### src/rtl/mips_cpu_alu_decode.sv
// rtl/mips_cpu_alu_decode.sv - MIPS32 ALU-op decoder feeding a 2-entry in-order issue buffer
// Instructions are decoded on entry; the buffer holds decoded entries, never raw words.
module mips_cpu_alu_decode (
  input  logic        clk,
  input  logic        rst_n,
  input  logic        in_valid,
  output logic        in_ready,
  input  logic [31:0] in_instr,
  output logic        out_valid,
  input  logic        out_ready,
  output logic [4:0]  alu_op,
  output logic [4:0]  sa,
  output logic [4:0]  src_a_reg,
  output logic [4:0]  src_b_reg,
  output logic [4:0]  dest_reg,
  output logic        b_is_imm,
  output logic [31:0] imm,
  output logic        illegal,
  output logic [15:0] issue_count
);

  typedef struct packed {
    logic [4:0]  alu_op;
    logic [4:0]  sa;
    logic [4:0]  src_a;
    logic [4:0]  src_b;
    logic [4:0]  dest;
    logic        b_is_imm;
    logic [31:0] imm;
    logic        illegal;
  } entry_t;

  typedef enum logic [1:0] {EMPTY, ONE, TWO} state_t;

  state_t      state_q, state_d;
  entry_t      head_q, head_d;
  entry_t      tail_q, tail_d;
  entry_t      dec;
  entry_t      head_out;
  logic        in_ready_q;
  logic [15:0] issue_count_q;
  logic        push, pop;

  logic [5:0]  opcode, funct;
  logic [4:0]  rs, rt, rd, shamt;
  logic [15:0] imm16;
  logic [4:0]  r_op, i_op;
  logic        r_known, i_known, i_sext;

  assign opcode = in_instr[31:26];
  assign rs     = in_instr[25:21];
  assign rt     = in_instr[20:16];
  assign rd     = in_instr[15:11];
  assign shamt  = in_instr[10:6];
  assign funct  = in_instr[5:0];
  assign imm16  = in_instr[15:0];

  always_comb begin
    dec     = '0;
    r_op    = 5'd0;
    r_known = 1'b1;
    i_op    = 5'd0;
    i_known = 1'b1;
    i_sext  = 1'b0;
    case (funct)
      6'h00: r_op = 5'd6;
      6'h02: r_op = 5'd7;
      6'h03: r_op = 5'd8;
      6'h04: r_op = 5'd9;
      6'h06: r_op = 5'd10;
      6'h07: r_op = 5'd11;
      6'h21: r_op = 5'd2;
      6'h23: r_op = 5'd3;
      6'h24: r_op = 5'd0;
      6'h25: r_op = 5'd1;
      6'h26: r_op = 5'd5;
      6'h2B: r_op = 5'd4;
      default: r_known = 1'b0;
    endcase
    case (opcode)
      6'h09: begin i_op = 5'd2; i_sext = 1'b1; end
      6'h0B: begin i_op = 5'd4; i_sext = 1'b1; end
      6'h0C: i_op = 5'd0;
      6'h0D: i_op = 5'd1;
      6'h0E: i_op = 5'd5;
      default: i_known = 1'b0;
    endcase

    if (opcode == 6'h00 && r_known) begin
      dec.alu_op = r_op;
      dec.dest   = rd;
      if (r_op >= 5'd6 && r_op <= 5'd8) begin
        dec.src_b = rt;
        dec.sa    = shamt;
      end else if (r_op >= 5'd9 && r_op <= 5'd11) begin
        // variable shifts: the ALU shifts operand a by b[4:0]
        dec.src_a = rt;
        dec.src_b = rs;
      end else begin
        dec.src_a = rs;
        dec.src_b = rt;
      end
    end else if (i_known) begin
      dec.alu_op   = i_op;
      dec.src_a    = rs;
      dec.dest     = rt;
      dec.b_is_imm = 1'b1;
      dec.imm      = i_sext ? {{16{imm16[15]}}, imm16} : {16'h0000, imm16};
    end else begin
      dec.illegal = 1'b1;
    end
  end

  assign out_valid = (state_q != EMPTY);
  assign push      = in_valid & in_ready_q;
  assign pop       = out_valid & out_ready;

  always_comb begin
    state_d = state_q;
    head_d  = head_q;
    tail_d  = tail_q;
    case (state_q)
      EMPTY: if (push) begin
        head_d  = dec;
        state_d = ONE;
      end
      ONE: begin
        if (push && pop) begin
          head_d = dec;
        end else if (push) begin
          tail_d  = dec;
          state_d = TWO;
        end else if (pop) begin
          state_d = EMPTY;
        end
      end
      TWO: if (pop) begin
        head_d  = tail_q;
        state_d = ONE;
      end
      default: state_d = EMPTY;
    endcase
  end

  // in_ready is registered from the next state so out_ready never reaches it combinationally
  always_ff @(posedge clk or negedge rst_n) begin
    if (!rst_n) begin
      state_q       <= EMPTY;
      head_q        <= '0;
      tail_q        <= '0;
      in_ready_q    <= 1'b0;
      issue_count_q <= 16'h0000;
    end else begin
      state_q       <= state_d;
      head_q        <= head_d;
      tail_q        <= tail_d;
      in_ready_q    <= (state_d != TWO);
      issue_count_q <= issue_count_q + {15'h0000, pop};
    end
  end

  assign head_out    = out_valid ? head_q : '0;
  assign in_ready    = in_ready_q;
  assign alu_op      = head_out.alu_op;
  assign sa          = head_out.sa;
  assign src_a_reg   = head_out.src_a;
  assign src_b_reg   = head_out.src_b;
  assign dest_reg    = head_out.dest;
  assign b_is_imm    = head_out.b_is_imm;
  assign imm         = head_out.imm;
  assign illegal     = head_out.illegal;
  assign issue_count = issue_count_q;

endmodule

### config.mk
export PLATFORM = sky130hd
export DESIGN_NAME = mips_cpu_alu_decode
export DESIGN_NICKNAME = d
export VERILOG_FILES = /design/src/rtl/mips_cpu_alu_decode.sv
export SDC_FILE = /design/constraint.sdc
export NUM_CORES = 1
export LEC_CHECK = 0
export CORE_MARGIN = 10
export CORE_UTILIZATION = 35
export DETAILED_ROUTE_END_ITERATION = 10
export REMOVE_ABC_BUFFERS = 1
export SYNTH_ARGS = -nofsm -noshare
export SYNTH_HDL_FRONTEND = slang
export SYNTH_SLANG_ARGS = --single-unit
### constraint.sdc
create_clock -name clk -period 3 [get_ports clk]
set_clock_uncertainty 0.2 [all_clocks]
set_input_delay 0.45 -clock clk [delete_from_list [all_inputs] [get_ports clk]]
set_output_delay 0.45 -clock clk [all_outputs]
set_load 0.03 [all_outputs]
---- Word-level counts from Yosys, hierarchy flattened ----
Index checks and enable logic that the tools add are counted.
storage, ports and cells
  register bits ........................... 137
  input bits .............................. 36
  output and inout port bits .............. 77
  word-level logic and storage cells ...... 94
cells by class
  add/sub/neg operators ................... 1
  $lt $le $gt $ge ......................... 4
  eq/ne operators ......................... 22
  mux-type cells .......................... 31
  bitwise logic cells ..................... 3
  reduce and logical (&&, ||, !) cells .... 14
operators by type and width
  kind                                                                               number
  59-bit 2-to-1 mux                                                                  4
  59-bit one-hot mux with 3 select lines                                             1
  5-bit 2-to-1 mux                                                                   10
  4-bit one-hot mux with 11 select lines                                             1
  38-bit 2-to-1 mux                                                                  1
  6-bit equality test (second input constant)                                        6
  34-bit 2-to-1 mux                                                                  1
  32-bit 2-to-1 mux                                                                  1
  6-bit by 4-bit equality test with 1-bit output (second input constant)             5
  6-bit by 3-bit equality test with 1-bit output (second input constant)             3
  16-bit by 1-bit adder with 16-bit output                                           1
  6-bit by 2-bit equality test with 1-bit output (second input constant)             2
  6-bit logical NOT                                                                  2
  3-bit one-hot mux with 4 select lines                                              1
  12-bit OR reduction                                                                1
  5-bit by 4-bit less-or-equal comparator with 1-bit output (second input constant)  2
  10-bit 2-to-1 mux                                                                  1
  2-bit 2-to-1 mux                                                                   5
  2-bit != test (second input constant)                                              4
  2-bit one-hot mux with 3 select lines                                              1
  5-bit by 3-bit >= comparator with 1-bit output (second input constant)             1
  5-bit by 4-bit >= comparator with 1-bit output (second input constant)             1
  5-bit OR reduction                                                                 1
  1-bit logical AND                                                                  4
  other kinds (11)                                                                   15

---- Depth between registers and ports, before layout ----
  depth in word-level cells ............... 9
  depth in mapped cells ................... 10
  depth with buffers taken out ............ 8

---- Worst setup path before layout ----
OpenSTA, ideal clock, no wires.
  kind .................................... register -> output
  from .................................... reg state_q[1]
  to ...................................... out imm[17]
  arrival ................................. 2128 ps
  required time ........................... 2350 ps
  path slack .............................. 222 ps
  stages on the path, launching flop included .. 6
  buffers on the path ..................... 3
  cells stage by stage .................... dfrtp_1 buf_2 nor2_1 clkbuf_1 nor2b_1 buf_4
on the way
  cells in the longest elaborated chain, start to end .. 2
RTL lines
  element                 RTL line  RTL
  start, declared         35        state_t state_q, state_d;
  start signal, assigned  154       state_q <= state_d;
  2-bit nonzero test      114       assign out_valid = (state_q != EMPTY);
  59-bit 2-to-1 mux       162       assign head_out = out_valid ? head_q : '0;
  end, declared           17        output logic [31:0] imm,
Every way passes these cells.

---- Worst setup path after layout ----
  from .................................... reg state_q[0]
  to ...................................... out dest_reg[0]
on the way
  cells in the longest elaborated chain, start to end .. 2
RTL lines
  element             RTL line  RTL
  2-bit nonzero test  114
  59-bit 2-to-1 mux   162
  end, declared       15        output logic [4:0] dest_reg,
Every way passes these cells.

==> reports/metrics.csv <==
stage,metric,value,unit
yosys,Synth Area in XOR/XNOR,2.90,%
hold_path,Hold Path End,issue_count[15],
floorplanning,Starting Density,35.7,%
global_route,Total GRT Usage,14.8,%
sta,actual slew at the worst max-slew pin,0.881,ns
routing,number of routed nets with antenna violations,0,
setup_path,Setup CP Type,register to primary output,
yosys,number of synthesized flops with an enable pin,0,
setup_path,worst-case reg-to-reg path depth,8,
yosys,Compound-Gate Fraction of Synth Area,15.5,%
yosys,largest family of logic cells by synthesized area,simple AND/OR/NAND/NOR gates,
placement,dpl cells,864,
routing,DRC viols,0,
setup_path,Critical Path RT,2.35,ns
sta,Final period util,93.2,%
floorplanning,I/O pin cnt,113,
yosys,register bit total from synthesis,105,
pwr,"Power, Total",6.40,mW
outcome,status,"complete, no violations",
run,Max Cap Viol,0,
clock_tree,TritonCTS clock tree,yes,
routing,DR WL/cell,17.3,µm
hold_path,hold path depth,1,
sta,max-slew violations,0,
layout,Final Instance Area,0.00702,mm²
routing,via count,4610,
hold_path,worst min path class,register to register,
placement,port buffer count,111,
sta,Final Setup Violations,0,
floorplanning,core area,0.0152,mm²
hold_path,min-delay src,issue_count[15],
setup_path,CP Data Arrival Time,2.15,ns
setup_path,Worst path max stage delay,0.61,ns
yosys,simple-gate share of the synthesized area,24.3,%
layout,fin cells,881,
setup_path,Max Fanout on Critical Path,32,
yosys,cells after synthesis,603,
clock_tree,CTS root buffer,clkbuf_16,
yosys,Post-Synth Adder-Cell Area,0.461,%
placement,GPL Wtd Cong,0.809,
placement,placed cell areas,0.00662,mm²
clock_tree,Bufs on Longest Clock Path,2,
layout,P&R area growth vs syn,29.3,%
yosys,cell area after synthesis,0.00543,mm²
clock_tree,Clock Latency Late Sink,0.34,ns
global_route,vias in the first global route,4685,
floorplanning,Die H,145,µm
yosys,Yosys cell types,54,
global_route,grt total ovfl,0,
routing,post-DR vias/cell,5.23,
setup_path,Worst setup SP type,register,
setup_path,RR Endpoint,issue_count[10],
global_route,antenna violations before repair,0,
setup_path,CP max-delay cell,clkdlybuf4s50_1,
setup_path,reg2reg setup slack,0.80,ns
setup_path,CP top delay family,buffers and inverters,
global_route,first-pass GRT wire length,24600,µm
clock_tree,clock-pin slew on the worst setup and hold paths,0.07,ns
clock_tree,total CTS buffers,9,
sta,total negative slack,0,ns
sta,Hold Fails Final Rpt,0,
placement,dpl ws,0.261,ns
layout,Util after Layout,46.2,%
sta,unrepaired setup endpoints after global routing,no,
routing,first drt pass iteration count,4,
pwr,Leak Pwr,3.05,nW
floorplanning,num rows,45,
setup_path,CP bufs+invs,2,
setup_path,crit end category,primary output,
sta,Period minus WS final,2.80,ns
yosys,largest cells by area after synthesis,"dfrtp_1 48%, nand2_1 5.7%, nor2b_1 5.2%, nand3_1 4.4%, a21oi_1 4.1%",
yosys,syn avg cell area,9.01,µm²
pwr,VDD IR-drop max,0.571,mV
yosys,Synth area leader,dfrtp_1,
clock_tree,CTS Sinks,105,
sta,fmax,358,MHz
clock_tree,Post-CTS Setup Inserts,0,
setup_path,RR Startpoint,state_q[0],
sta,Final WS setup,0.204,ns
pwr,Power Dens Cells,911,mW/mm²
yosys,"FFs w/ async S/R, synth",100,%
setup_path,cells along the critical path,nor2_4 -> buf_12 -> nor2b_1 -> clkdlybuf4s50_1,
yosys,Synthesis Warnings,0,
routing,Routed WL,15200,µm
routing,DR iter-0 viols,356,
layout,NumNets Final,726,
layout,diode count,0,
clock_tree,H-tree depth,3,
placement,DP Wirelength,10600,µm
global_route,largest net degree at the start of global routing,48,
floorplanning,die footprint,0.0209,mm²
sta,Fin Hold WS,0.271,ns
yosys,sequential fraction of the synthesis area,48.4,%
clock_tree,CTS resizes,0,
sta,Slew HR,41.1,%
layout,share of cells above drive strength 1,10.1,%
yosys,predominant post-synthesis flop cell,dfrtp_1,
floorplanning,Die Wd,145,µm
yosys,mux contribution to synthesized area,2.14,%
yosys,top-area cell type share of the netlist area,48.4,%
## what timing repair did
| item | in CTS | in global routing |
|---|---|---|
| endpoints found under the hold margin | 43 | 0 |
| hold buffers | 1 | 0 |
| setup endpoints to repair | 0 | 0 |
## flip-flops by register name, indices dropped and copies added, names as in the netlist
| name | flops |
|---|---|
| head_q | 43 |
| tail_q | 43 |
| issue_count | 16 |
| state_q | 2 |
| in_ready | 1 |
## layout make-up
cell class | count | area (µm²)
well taps | 188 | 235
fillers | 1463 | 8180
flip-flops and latches | 105 | 2630
clock inverters | 7 | 164
multi-input cells | 435 | 2500
inverters | 6 | 22.5
clock buffers | 9 | 225
repair buffers | 131 | 1250
## worst register-to-register path, stage by stage (launching register included)
cell and delay (ns):
dfrtp_1 0.52, nor2_4 0.16, nor2b_1 0.14, ha_1 0.23
ha_1 0.23, nand3_1 0.16, nor2_1 0.22, nand2_1 0.10
xnor2_1 0.13
## worst max path at each step
stage,startpoint,to,cells after the start
2_1_floorplan,state_q[1],imm[16],2
4_1_cts,state_q[0],dest_reg[0],4
6_report,state_q[0],dest_reg[0],4
3_5_place_dp,in_instr[5],head_q[54],6
5_1_grt,state_q[0],imm[11],4
3_3_place_gp,in_instr[0],head_q[41],7
## synthesized netlist by cell type (2+ instances only)
master / count
or3_1: 4
nor3_2: 3
xnor2_1: 13
a221o_1: 5
mux2i_1: 6
buf_4: 21
and3_1: 9
nand4b_1: 2
o31ai_1: 6
mux2_2: 5
a31oi_1: 16
clkbuf_1: 20
nor2b_1: 45
nor2_1: 60
a21o_1: 2
inv_1: 6
o21a_1: 2
o21ai_0: 23
o2111ai_1: 2
and3b_1: 2
nand3_1: 48
o21ai_1: 5
a21oi_1: 45
a22o_1: 5
a221oi_1: 10
nand4_1: 2
xor2_1: 5
nand2b_1: 4
dfrtp_1: 105
nand2_1: 83
buf_2: 13
ha_1: 2
buf_1: 2
o22ai_1: 2
## logic make-up (layout without fill, tap and decap cells)
group	after synthesis	count (layout)
other cells	1	1
compound gates	131	131
flops	105	105
fa+ha+maj	2	2
simple gates	272	272
buf+inv	63	153
xor+xnor	18	18
mux	11	11
## where the power goes
part	leakage, nW	internal, mW	switching (mW)	total [mW]
logic	1.50	1.10	1.70	2.80
clock network	0.190	0.986	0.532	1.52
registers	1.35	1.83	0.248	2.07
## layout by cell type, fill, tap and decap left out, types with 16 or more instances in the layout
| master | Yosys | layout |
|---|---|---|
| dfrtp_1 | 105 | 105 |
| clkdlybuf4s50_1 | 0 | 94 |
| nand2_1 | 83 | 83 |
| nor2_1 | 60 | 59 |
| nand3_1 | 48 | 48 |
| a21oi_1 | 45 | 45 |
| nor2b_1 | 45 | 44 |
| buf_4 | 21 | 34 |
| o21ai_0 | 23 | 23 |
| a31oi_1 | 16 | 16 |
## routing by layer
layer	global-route usage, %	vias up	routed length (µm)
met2	23.7	175	7040
met5	0	-	0
met4	5.90	0	295
met1	19.1	2183	6790
li1	-	2233	-
met3	3.02	19	1080
No activity file was read; power rests on OpenSTA's default activity.
